**src/rtl/cpu_run_ctrl.sv**
```systemverilog
// Run/step sequencer: debounced step/run/stop buttons plus a PC breakpoint
// produce the single clock-enable that advances the multicycle CPU.
module cpu_run_ctrl #(
    parameter int unsigned TIMEOUT    = 500000000,
    parameter int unsigned DEB_CYCLES = 1000000,
    parameter int unsigned CNT_W      = 32,
    parameter int unsigned AW         = 32
) (
    input  logic             clock,
    input  logic             rst,
    input  logic             step_btn,
    input  logic             run_btn,
    input  logic             stop_btn,
    input  logic [15:0]      burst_len,
    input  logic             bp_en,
    input  logic [AW-1:0]    bp_addr,
    input  logic [AW-1:0]    pc,
    output logic             cpu_ce,
    output logic             busy,
    output logic             bp_hit,
    output logic [CNT_W-1:0] cycle_cnt
);

    localparam int unsigned NBTN  = 3;
    localparam int unsigned DEB_W = $clog2(DEB_CYCLES + 1);
    localparam int unsigned RUN_W = $clog2(TIMEOUT + 1);
    localparam int unsigned BL_W  = 16;

    typedef enum logic [1:0] {
        IDLE   = 2'd0,
        BURST  = 2'd1,
        RUN    = 2'd2,
        BPHALT = 2'd3
    } state_t;

    // Button index: 0 = step, 1 = run, 2 = stop
    logic [NBTN-1:0]  btn_raw;
    logic [NBTN-1:0]  sync1;
    logic [NBTN-1:0]  sync2;
    logic [NBTN-1:0]  deb_lvl;
    logic [NBTN-1:0]  deb_lvl_d;
    logic [DEB_W-1:0] deb_cnt [NBTN];
    logic [NBTN-1:0]  rise;

    logic step_p;
    logic run_p;
    logic stop_p;

    state_t            state;
    state_t            state_d;
    logic [BL_W-1:0]   burst_cnt;
    logic [BL_W-1:0]   burst_cnt_d;
    logic [BL_W-1:0]   burst_load;
    logic [RUN_W-1:0]  run_cnt;
    logic [RUN_W-1:0]  run_cnt_d;
    logic              armed;
    logic              active;
    logic              pc_match;
    logic              hit;
    logic              enter;

    assign btn_raw = {stop_btn, run_btn, step_btn};

    // Synchronize, then debounce: level follows the sample only after DEB_CYCLES agreeing samples
    always_ff @(posedge clock or negedge rst) begin
        if (!rst) begin
            sync1     <= '0;
            sync2     <= '0;
            deb_lvl   <= '0;
            deb_lvl_d <= '0;
            for (int i = 0; i < int'(NBTN); i++) begin
                deb_cnt[i] <= '0;
            end
        end else begin
            sync1     <= btn_raw;
            sync2     <= sync1;
            deb_lvl_d <= deb_lvl;
            for (int i = 0; i < int'(NBTN); i++) begin
                if (sync2[i] != deb_lvl[i]) begin
                    if (deb_cnt[i] == DEB_W'(DEB_CYCLES - 1)) begin
                        deb_lvl[i] <= sync2[i];
                        deb_cnt[i] <= '0;
                    end else begin
                        deb_cnt[i] <= deb_cnt[i] + DEB_W'(1);
                    end
                end else begin
                    deb_cnt[i] <= '0;
                end
            end
        end
    end

    // One-cycle press pulses, resolved stop > run > step
    always_comb begin
        rise   = deb_lvl & ~deb_lvl_d;
        stop_p = rise[2];
        run_p  = rise[1] & ~rise[2];
        step_p = rise[0] & ~rise[1] & ~rise[2];
    end

    assign burst_load = (burst_len == '0) ? BL_W'(1) : burst_len;

    // Next-state, counters and the combinational clock-enable
    always_comb begin
        state_d     = state;
        burst_cnt_d = burst_cnt;
        run_cnt_d   = run_cnt;
        active      = (state == BURST) || (state == RUN);
        pc_match    = (pc == bp_addr);
        hit         = active & bp_en & armed & pc_match;
        cpu_ce      = active & ~hit;
        enter       = 1'b0;

        case (state)
            IDLE: begin
                if (run_p) begin
                    state_d   = RUN;
                    run_cnt_d = '0;
                end else if (step_p) begin
                    state_d     = BURST;
                    burst_cnt_d = burst_load;
                end
            end
            BURST: begin
                if (stop_p) begin
                    state_d = IDLE;
                end else if (hit) begin
                    state_d = BPHALT;
                end else if (run_p) begin
                    state_d   = RUN;
                    run_cnt_d = '0;
                end else begin
                    burst_cnt_d = burst_cnt - BL_W'(1);
                    if (burst_cnt <= BL_W'(1)) begin
                        state_d = IDLE;
                    end
                end
            end
            RUN: begin
                if (stop_p) begin
                    state_d = IDLE;
                end else if (hit) begin
                    state_d = BPHALT;
                end else if (run_p) begin
                    run_cnt_d = '0;
                end else if (run_cnt == RUN_W'(TIMEOUT - 1)) begin
                    state_d   = IDLE;
                    run_cnt_d = '0;
                end else begin
                    run_cnt_d = run_cnt + RUN_W'(1);
                end
            end
            BPHALT: begin
                if (stop_p) begin
                    state_d = IDLE;
                end else if (run_p) begin
                    state_d   = RUN;
                    run_cnt_d = '0;
                end else if (step_p) begin
                    state_d     = BURST;
                    burst_cnt_d = burst_load;
                end
            end
            default: begin
                state_d = IDLE;
            end
        endcase

        enter = ((state_d == BURST) && (state != BURST)) ||
                ((state_d == RUN) && (state != RUN));
    end

    // State, counters, breakpoint arm flag and registered status outputs
    always_ff @(posedge clock or negedge rst) begin
        if (!rst) begin
            state     <= IDLE;
            burst_cnt <= '0;
            run_cnt   <= '0;
            armed     <= 1'b0;
            busy      <= 1'b0;
            bp_hit    <= 1'b0;
            cycle_cnt <= '0;
        end else begin
            state     <= state_d;
            burst_cnt <= burst_cnt_d;
            run_cnt   <= run_cnt_d;
            busy      <= (state_d == BURST) || (state_d == RUN);
            bp_hit    <= (state_d == BPHALT);
            if (cpu_ce) begin
                cycle_cnt <= cycle_cnt + CNT_W'(1);
            end
            // Disarm at the breakpoint PC so resuming there does not re-hit at once
            if (!pc_match) begin
                armed <= 1'b1;
            end else if (hit || enter) begin
                armed <= 1'b0;
            end
        end
    end

endmodule

```
**config.mk**
```make
export PLATFORM = sky130hd
export DESIGN_NAME = cpu_run_ctrl
export DESIGN_NICKNAME = d
export VERILOG_FILES = /design/src/rtl/cpu_run_ctrl.sv
export SDC_FILE = /design/constraint.sdc
export NUM_CORES = 1
export LEC_CHECK = 0
export ABC_AREA = 1
export BUFFER_PORTS_ARGS = -buffer_cell sky130_fd_sc_hd__buf_2
export CAP_MARGIN = 5
export CORE_UTILIZATION = 53
export CTS_CLUSTER_SIZE = 40
export DETAILED_ROUTE_END_ITERATION = 10
export PLACE_DENSITY = 0.82
export SLEW_MARGIN = 20
export SYNTH_ARGS = -nofsm -noshare
export SYNTH_HDL_FRONTEND = slang
export SYNTH_SLANG_ARGS = --single-unit
```
**constraint.sdc**
```tcl
create_clock -name clock -period 2.06 [get_ports clock]
set_input_delay 0.103 -clock clock [delete_from_list [all_inputs] [get_ports clock]]
set_output_delay 0.103 -clock clock [all_outputs]
set_load 0.005 [all_outputs]
```
==> results of run 1 <==
-- cells in the final DEF, fill, tap and decap left out, types with 31 or more instances in the layout --
master and n:
buf_2 119, buf_4 81, dfrtp_1 154, inv_1 124, nand2_1 357, nand3_1 84, nand4_1 31, nor2_1 185
nor3_1 36, xnor2_1 41, xor2_1 56
-- what timing repair did --
action                     in CTS  in global routing
buffers inserted                6                 11
hold endpoints to repair      132                  0
pin swaps                       8                 21
hold buffers                    7                  0
setup endpoints to repair       4                 56
gates resized for setup        12                 51
-- per-layer routing --
| metal | GRT usage | wire [um] | vias up | share of wire |
|---|---|---|---|---|
| li1 | - | - | 4576 | - |
| met1 | 0.3428 | 10220 | 4328 | 0.43 |
| met2 | 0.4453 | 11530 | 323 | 0.49 |
| met3 | 0.04901 | 1392 | 55 | 0.059 |
| met4 | 0.07990 | 498 | 0 | 0.021 |
| met5 | 0 | 0 | - | 0 |
-- critical path, cell delays in order (launching register included) --
cell     delay [ns]
dfrtp_1        0.39
inv_2          0.09
buf_6          0.11
ha_4           0.12
nand4_1        0.20
a21oi_4        0.23
nor2_2         0.05
nand2_1        0.06
nand2_1        0.06
nor2_1         0.10
nand2_1        0.10
a21oi_2        0.17
ha_2           0.18
nand2_1        0.05
nand4_1        0.09
nand3_1        0.07
-- worst min-delay path by stage --
stage,slack [ns],endpoint,startpoint,cells past startpoint
detailed placement,0.03,burst_cnt[0],rst,1
global placement,0.03,burst_cnt[0],rst,1
CTS,0.01,burst_cnt[15],burst_len[15],5
floorplan,-0.19,armed,rst,0
finish,0.01,burst_cnt[0],burst_len[0],3
global route,0.03,burst_cnt[0],burst_len[0],3
-- cell type report --
cell class                 instances  area share
multi-input combinational        982      0.4367
sequential                       154      0.3274
timing repair buffer             214      0.1171
inverter                         136     0.04380
clock buffer                      22     0.04114
tap                              225     0.02392
clock inverter                     7    0.009886
-- power groups by stage --
| stage | logic, mW | clock network [mW] | registers [mW] |
|---|---|---|---|
| 6_report | 0.528 | 3.21 | 3.15 |
| 5_1_grt | 0.597 | 3.37 | 3.15 |
| 4_1_cts | 0.513 | 3.25 | 3.14 |
| 3_5_place_dp | 0.499 | 0 | 3.20 |
| 3_3_place_gp | 0.485 | 0 | 3.19 |
| 2_1_floorplan | 0.232 | 0 | 3.18 |
-- kinds of logic (layout without fill, tap and decap cells) --
group,count (synthesis),in the layout,share of synthesized area
AO/OA/AOI/OAI,97,97,0.05757
XOR/XNOR,97,97,0.09006
adder cells (fa/ha/maj),14,14,0.01857
buffers and inverters,163,379,0.07030
flip-flops,154,154,0.4085
multiplexers,3,3,0.003449
AND/OR/NAND/NOR,771,771,0.3515
-- sequential cells by signal, summed over array words and instances (netlist names) --
name / cells
armed: 1
bp_hit: 1
burst_cnt: 16
busy: 1
cycle_cnt: 32
deb_cnt: 60
deb_lvl: 3
deb_lvl_d: 3
run_cnt: 29
state: 2
sync1: 3
sync2: 3
==> impl_metrics.yaml, run 1 <==
status:
  status: "finished with violations"
  violations: "negative setup slack"
layout:
  fin_cells: 1740
  final_layout_size_suffix_gt1_frac: 0.2046
  fin_area_um2: 11770
  areaGrowthSynthToFinish_pct: 24.78
  diodes: 0
  seq_area_um2: 3854
  post-route-util: 0.6781
  multiInputGateArea_um2: 5140
  nets: 1605
  nFillCells: 1415
die:
  die_y_um: 135.4
  dieArea_um2: 18340
  start_util: 0.5435
  num_rows: 48
  core_area_um2: 17360
  ios: 121
  die-width_um: 135.4
grt:
  overflow: 0
  track_usage: 0.2635
  grt_max_degree: 40
  antenna_found_initial: 0
  grt_pass1_wl_mm: 38.74
  grt_pass1_vias: 8676
clock_tree:
  clkSinkCount: 154
  clockBufferDepth: 2
  cts_made_buffers: 17
  h-tree-depth: 4
  clkTransAtPathRegs_ns: 0.06
  insertion_delay_ns: 0.43
  cts_tree: "built"
  cts-root-buf: "clkbuf_16"
timing:
  rsz0062_at_grt: "yes"
  finalSetupTns_ns: -0.2336
  fin_crit_ns: 2.183
  finClkSkew_ns: 0.007854
  fmax_mhz: 458.1
  hold_ws_ns: 0.01246
  hold_viol: 0
  relSlewSlack: 0.6376
  fin_crit_sh: 1.060
  slew_viol_final: 0
  worstMarginPinSlew_ns: 0.5386
  timing.final.ws_setup_ns: -0.1230
  setup_violations: 3
placement:
  place.gp.congestion: 0.9844
  place_inst: 1687
  post-dp-hpwl_mm: 17.07
  pre_cts_slack_ns: -0.1299
  numPortBuffers: 120
  place_area_um2: 10740
routing:
  routedWlPerCell_um: 13.59
  routed_wl_mm: 23.64
  viasPerCell: 5.334
  drt_iter0_markers: 660
  final_antenna_net_count: 0
  first_pass_iters: 6
  drc: 0
  vias: 9282
logic_synthesis:
  synth_common_cells: "nand2_1 (364), nor2_1 (196), dfrtp_1 (154)"
  ys_async_sr_fraction: 1.000
  yosysTopAreaCellShare: 0.4085
  synth_cell_types: 45
  synth_edf_count: 0
  syn_avg_cell_area_um2: 7.262
  ys_warn_count: 0
  synth_area_leaders: "dfrtp_1 (41%), nand2_1 (14%), nor2_1 (7.8%)"
  synth_nets: 1399
  synth_top_cell_by_area: "dfrtp_1"
  syn_area_um2: 9433
  syn_inst: 1299
  yosysSeqAreaShare: 0.4085
  synth_top_flop_cell: "dfrtp_1"
  yosysMostFrequentCell: "nand2_1"
  synth_seq_cells: 154
pwr:
  swShare: 0.2258
  power_mw: 6.888
  ir_drop_mv: 0.6690
  power_frac_seq: 0.457
  powerDensity_nw_per_um2: 585.2
  p_sw_mw: 1.555
  p_leak_nw: 5.746
  pwr-share-comb: 0.077
  clockPowerShare: 0.467
  internal-power_mw: 5.333
worst_setup_path:
  r2r-start: "burst_cnt[1]"
  required_ns: 2.36
  path_max_fanout: 2
  startpoint: "burst_cnt[1]"
  crit_arrival_ns: 2.48
  cp-start-kind: "register"
  crit_path_end_kind: "register"
  worstRegToRegCells: 15
  rr_endpoint: "armed"
  critPathCapture: "armed"
  r2r_slack_ns: -0.12
  criticalPathCategory: "reg -> reg"
worst_hold_path:
  hp-class: "in -> reg"
job:
  maxCapViolations: 0
No activity file was read; power rests on OpenSTA's default activity.
==> inputs of run 2 (changes only) <==
Settings changed: ABC_AREA 1 to unset, CORE_UTILIZATION 53 to 52, PLACE_DENSITY 0.82 to 0.81.
==> impl_metrics.yaml, run 2 <==
grt:
  track_usage: 0.2624
  grt_pass1_vias: 7391
  antenna_found_initial: 0
  grt_pass1_wl_mm: 34.42
  grt_max_degree: 57
  overflow: 0
logic_synthesis:
  synth_top_cell_by_area: "dfrtp_1"
  yosysMostFrequentCell: "dfrtp_1"
  synth_area_leaders: "dfrtp_1 (46%), xor2_1 (7.3%), xnor2_1 (5.2%)"
  synth-adder-area-share: 0.02088
  syn_inst: 875
  synth_common_cells: "dfrtp_1 (154), nor2_1 (100), nand2_1 (70), xor2_1 (70), nand3_1 (59)"
  synth-compound-area-share: 0.1111
  synth_nets: 975
  syn_avg_cell_area_um2: 9.589
  syn_area_um2: 8391
  synth_xor_xnor_area_share: 0.1253
  ys_warn_count: 0
  synth_top_flop_cell: "dfrtp_1"
  yosysTopAreaCellShare: 0.4593
  synth_seq_cells: 154
  ys_async_sr_fraction: 1.000
  yosysSeqAreaShare: 0.4593
  synth.mux.area_fraction: 0.01014
  synth_cell_types: 63
  synth_top_family_by_area: "simple AND/OR/NAND/NOR gates"
  synth_edf_count: 0
  synthSimpleGateAreaFrac: 0.2431
layout:
  regMostFlops: "deb_cnt"
  diodes: 0
  final_common_cell: "dfrtp_1"
  areaGrowthSynthToFinish_pct: 33.82
  fin_area_um2: 11230
  final_layout_size_suffix_gt1_frac: 0.2938
  seq_area_um2: 3854
  nets: 1217
  fin_cells: 1346
  largest_reg_flops: 60
  nFillCells: 1125
  top_regs: "deb_cnt (60), cycle_cnt (32), run_cnt (29)"
  post-route-util: 0.7094
  multiInputGateArea_um2: 4551
  final_cell_mix: "dfrtp_1 (154), buf_2 (119), buf_4 (108)"
die:
  ios: 121
  core_area_um2: 15830
  die-width_um: 129.0
  die_y_um: 129.0
  num_rows: 46
  start_util: 0.5301
  dieArea_um2: 16650
worst_setup_path:
  crit_path_end_kind: "register"
  r2r_slack_ns: -0.33
  criticalPathCategory: "reg -> reg"
  required_ns: 2.43
  crit_arrival_ns: 2.76
  r2r-start: "run_cnt[20]"
  path_cells: "nor4b_2 > nand4_1 > nor4_4 > o32ai_2 > a211o_1 > a21o_1 > ha_4 > a21boi_1 > nand3_1 > nand3_1"
  crit_top_cell: "nand3_1"
  worstRegToRegCells: 10
  path_max_fanout: 2
  critPathCapture: "armed"
  critPathMaxStageDelay_ns: 0.40
  slowest_stage: "dfrtp_1"
  cp-start-kind: "register"
  rr_endpoint: "armed"
  startpoint: "run_cnt[20]"
clock_tree:
  cts-root-buf: "clkbuf_16"
  cts_tree: "built"
  insertion_delay_ns: 0.43
  h-tree-depth: 4
  clkTransAtPathRegs_ns: 0.06
  clkSinkCount: 154
  cts_made_buffers: 17
  clockBufferDepth: 2
routing:
  routed_wl_mm: 21.87
  drt_iter0_markers: 715
  routedWlPerCell_um: 16.25
  viasPerCell: 5.779
  final_antenna_net_count: 0
  vias: 7779
  first_pass_iters: 5
  drc: 0
worst_hold_path:
  hp-class: "in -> reg"
timing:
  timing.final.ws_setup_ns: -0.3339
  relSlewSlack: 0.6433
  fin_crit_sh: 1.162
  fmax_mhz: 417.7
  slew_viol_final: 0
  setup_violations: 26
  hold_viol: 0
  fin_crit_ns: 2.394
  worstMarginPinSlew_ns: 0.5350
  finClkSkew_ns: 0.01117
  rsz0062_at_grt: "yes"
  finalSetupTns_ns: -1.738
status:
  status: "finished with violations"
  violations: "negative setup slack"
placement:
  numPortBuffers: 120
  place_inst: 1292
  place.gp.congestion: 0.8667
  post-dp-hpwl_mm: 14.34
  place_area_um2: 10080
pwr:
  ir_drop_mv: 0.5894
  power_mw: 6.795
  p_leak_nw: 5.143
  powerDensity_nw_per_um2: 605.2
job:
  maxCapViolations: 0
[run 2: cell count changes after synthesis, moves of 14 or more]
| cell | delta |
|---|---|
| a21oi_1 | -20 |
| xor2_1 | +14 |
| and3_1 | +19 |
| inv_1 | -100 |
| a31oi_1 | +40 |
| o21ai_1 | -15 |
| nor3_1 | -22 |
| and4_1 | +15 |
| nand3_1 | -29 |
| nor2_1 | -96 |
| clkbuf_1 | +15 |
| nand2_1 | -294 |
[run 2: repair_timing]
item | 4_1_cts | 5_1_grt
endpoints found under the hold margin | 63 | 0
cloned | 1 | 2
hold buffers | 10 | 0
endpoints found under the setup margin | 22 | 44
resized for setup | 18 | 25
pin swaps | 8 | 10
buffers inserted | 3 | 6
[run 2: cells by family after synthesis]
kind of cell             after synthesis
AND/OR/NAND/NOR                      388
flip-flops                           154
AO/OA/AOI/OAI                        131
XOR/XNOR                             120
buffers and inverters                 60
adder cells (fa/ha/maj)               14
multiplexers                           8
[run 2: per-layer routing]
| layer | vias up | track usage | part of all wire |
|---|---|---|---|
| li1 | 3654 | - | - |
| met1 | 3815 | 0.3352 | 0.43 |
| met2 | 259 | 0.4391 | 0.50 |
| met3 | 51 | 0.05367 | 0.049 |
| met4 | 0 | 0.1031 | 0.021 |
| met5 | - | 0 | 0 |
[run 2: report_power, final]
part / switching, mW / internal (mW) / total (mW)
Combinational: 0.170 / 0.147 / 0.316
Clock: 1.26 / 2.15 / 3.41
Sequential: 0.0183 / 3.05 / 3.06
Total: 1.45 / 5.34 / 6.79
[run 2: worst max-delay path, delay by kind of cell, from the launching register on]
family / cells / cell delay, ns
simple gates: 5 / 0.99
compound gates: 4 / 0.76
flops: 1 / 0.40
fa+ha+maj: 1 / 0.18
[run 2: how the worst min path moves through the flow]
stage	startpoint	endpoint	slack [ns]	cells past startpoint
after floorplan	rst	armed	-0.19	0
after global placement	rst	deb_cnt[39]	0.10	1
after detailed placement	rst	deb_cnt[39]	0.11	1
after CTS	burst_len[9]	burst_cnt[9]	0.004	3
after global routing	burst_len[9]	burst_cnt[9]	0.01	3
final	burst_len[1]	burst_cnt[1]	0.01	3
[run 2: per-stage QoR]
step	setup WS, ns	hold WS [ns]
3_3_place_gp	-0.2469	0.1026
2_1_floorplan	-0.1206	-0.1926
6_report	-0.3339	0.009997
4_1_cts	-0.2580	0.004325
3_5_place_dp	-0.3261	0.1062
5_1_grt	-0.4040	0.009622
[run 2: area by class of cell]
class | instances | area share
clock buffer | 21 | 0.04279
clock inverter | 11 | 0.01482
inverter | 30 | 0.01025
multi-input combinational | 661 | 0.4053
sequential | 154 | 0.3432
tap | 216 | 0.02407
timing repair buffer | 253 | 0.1596
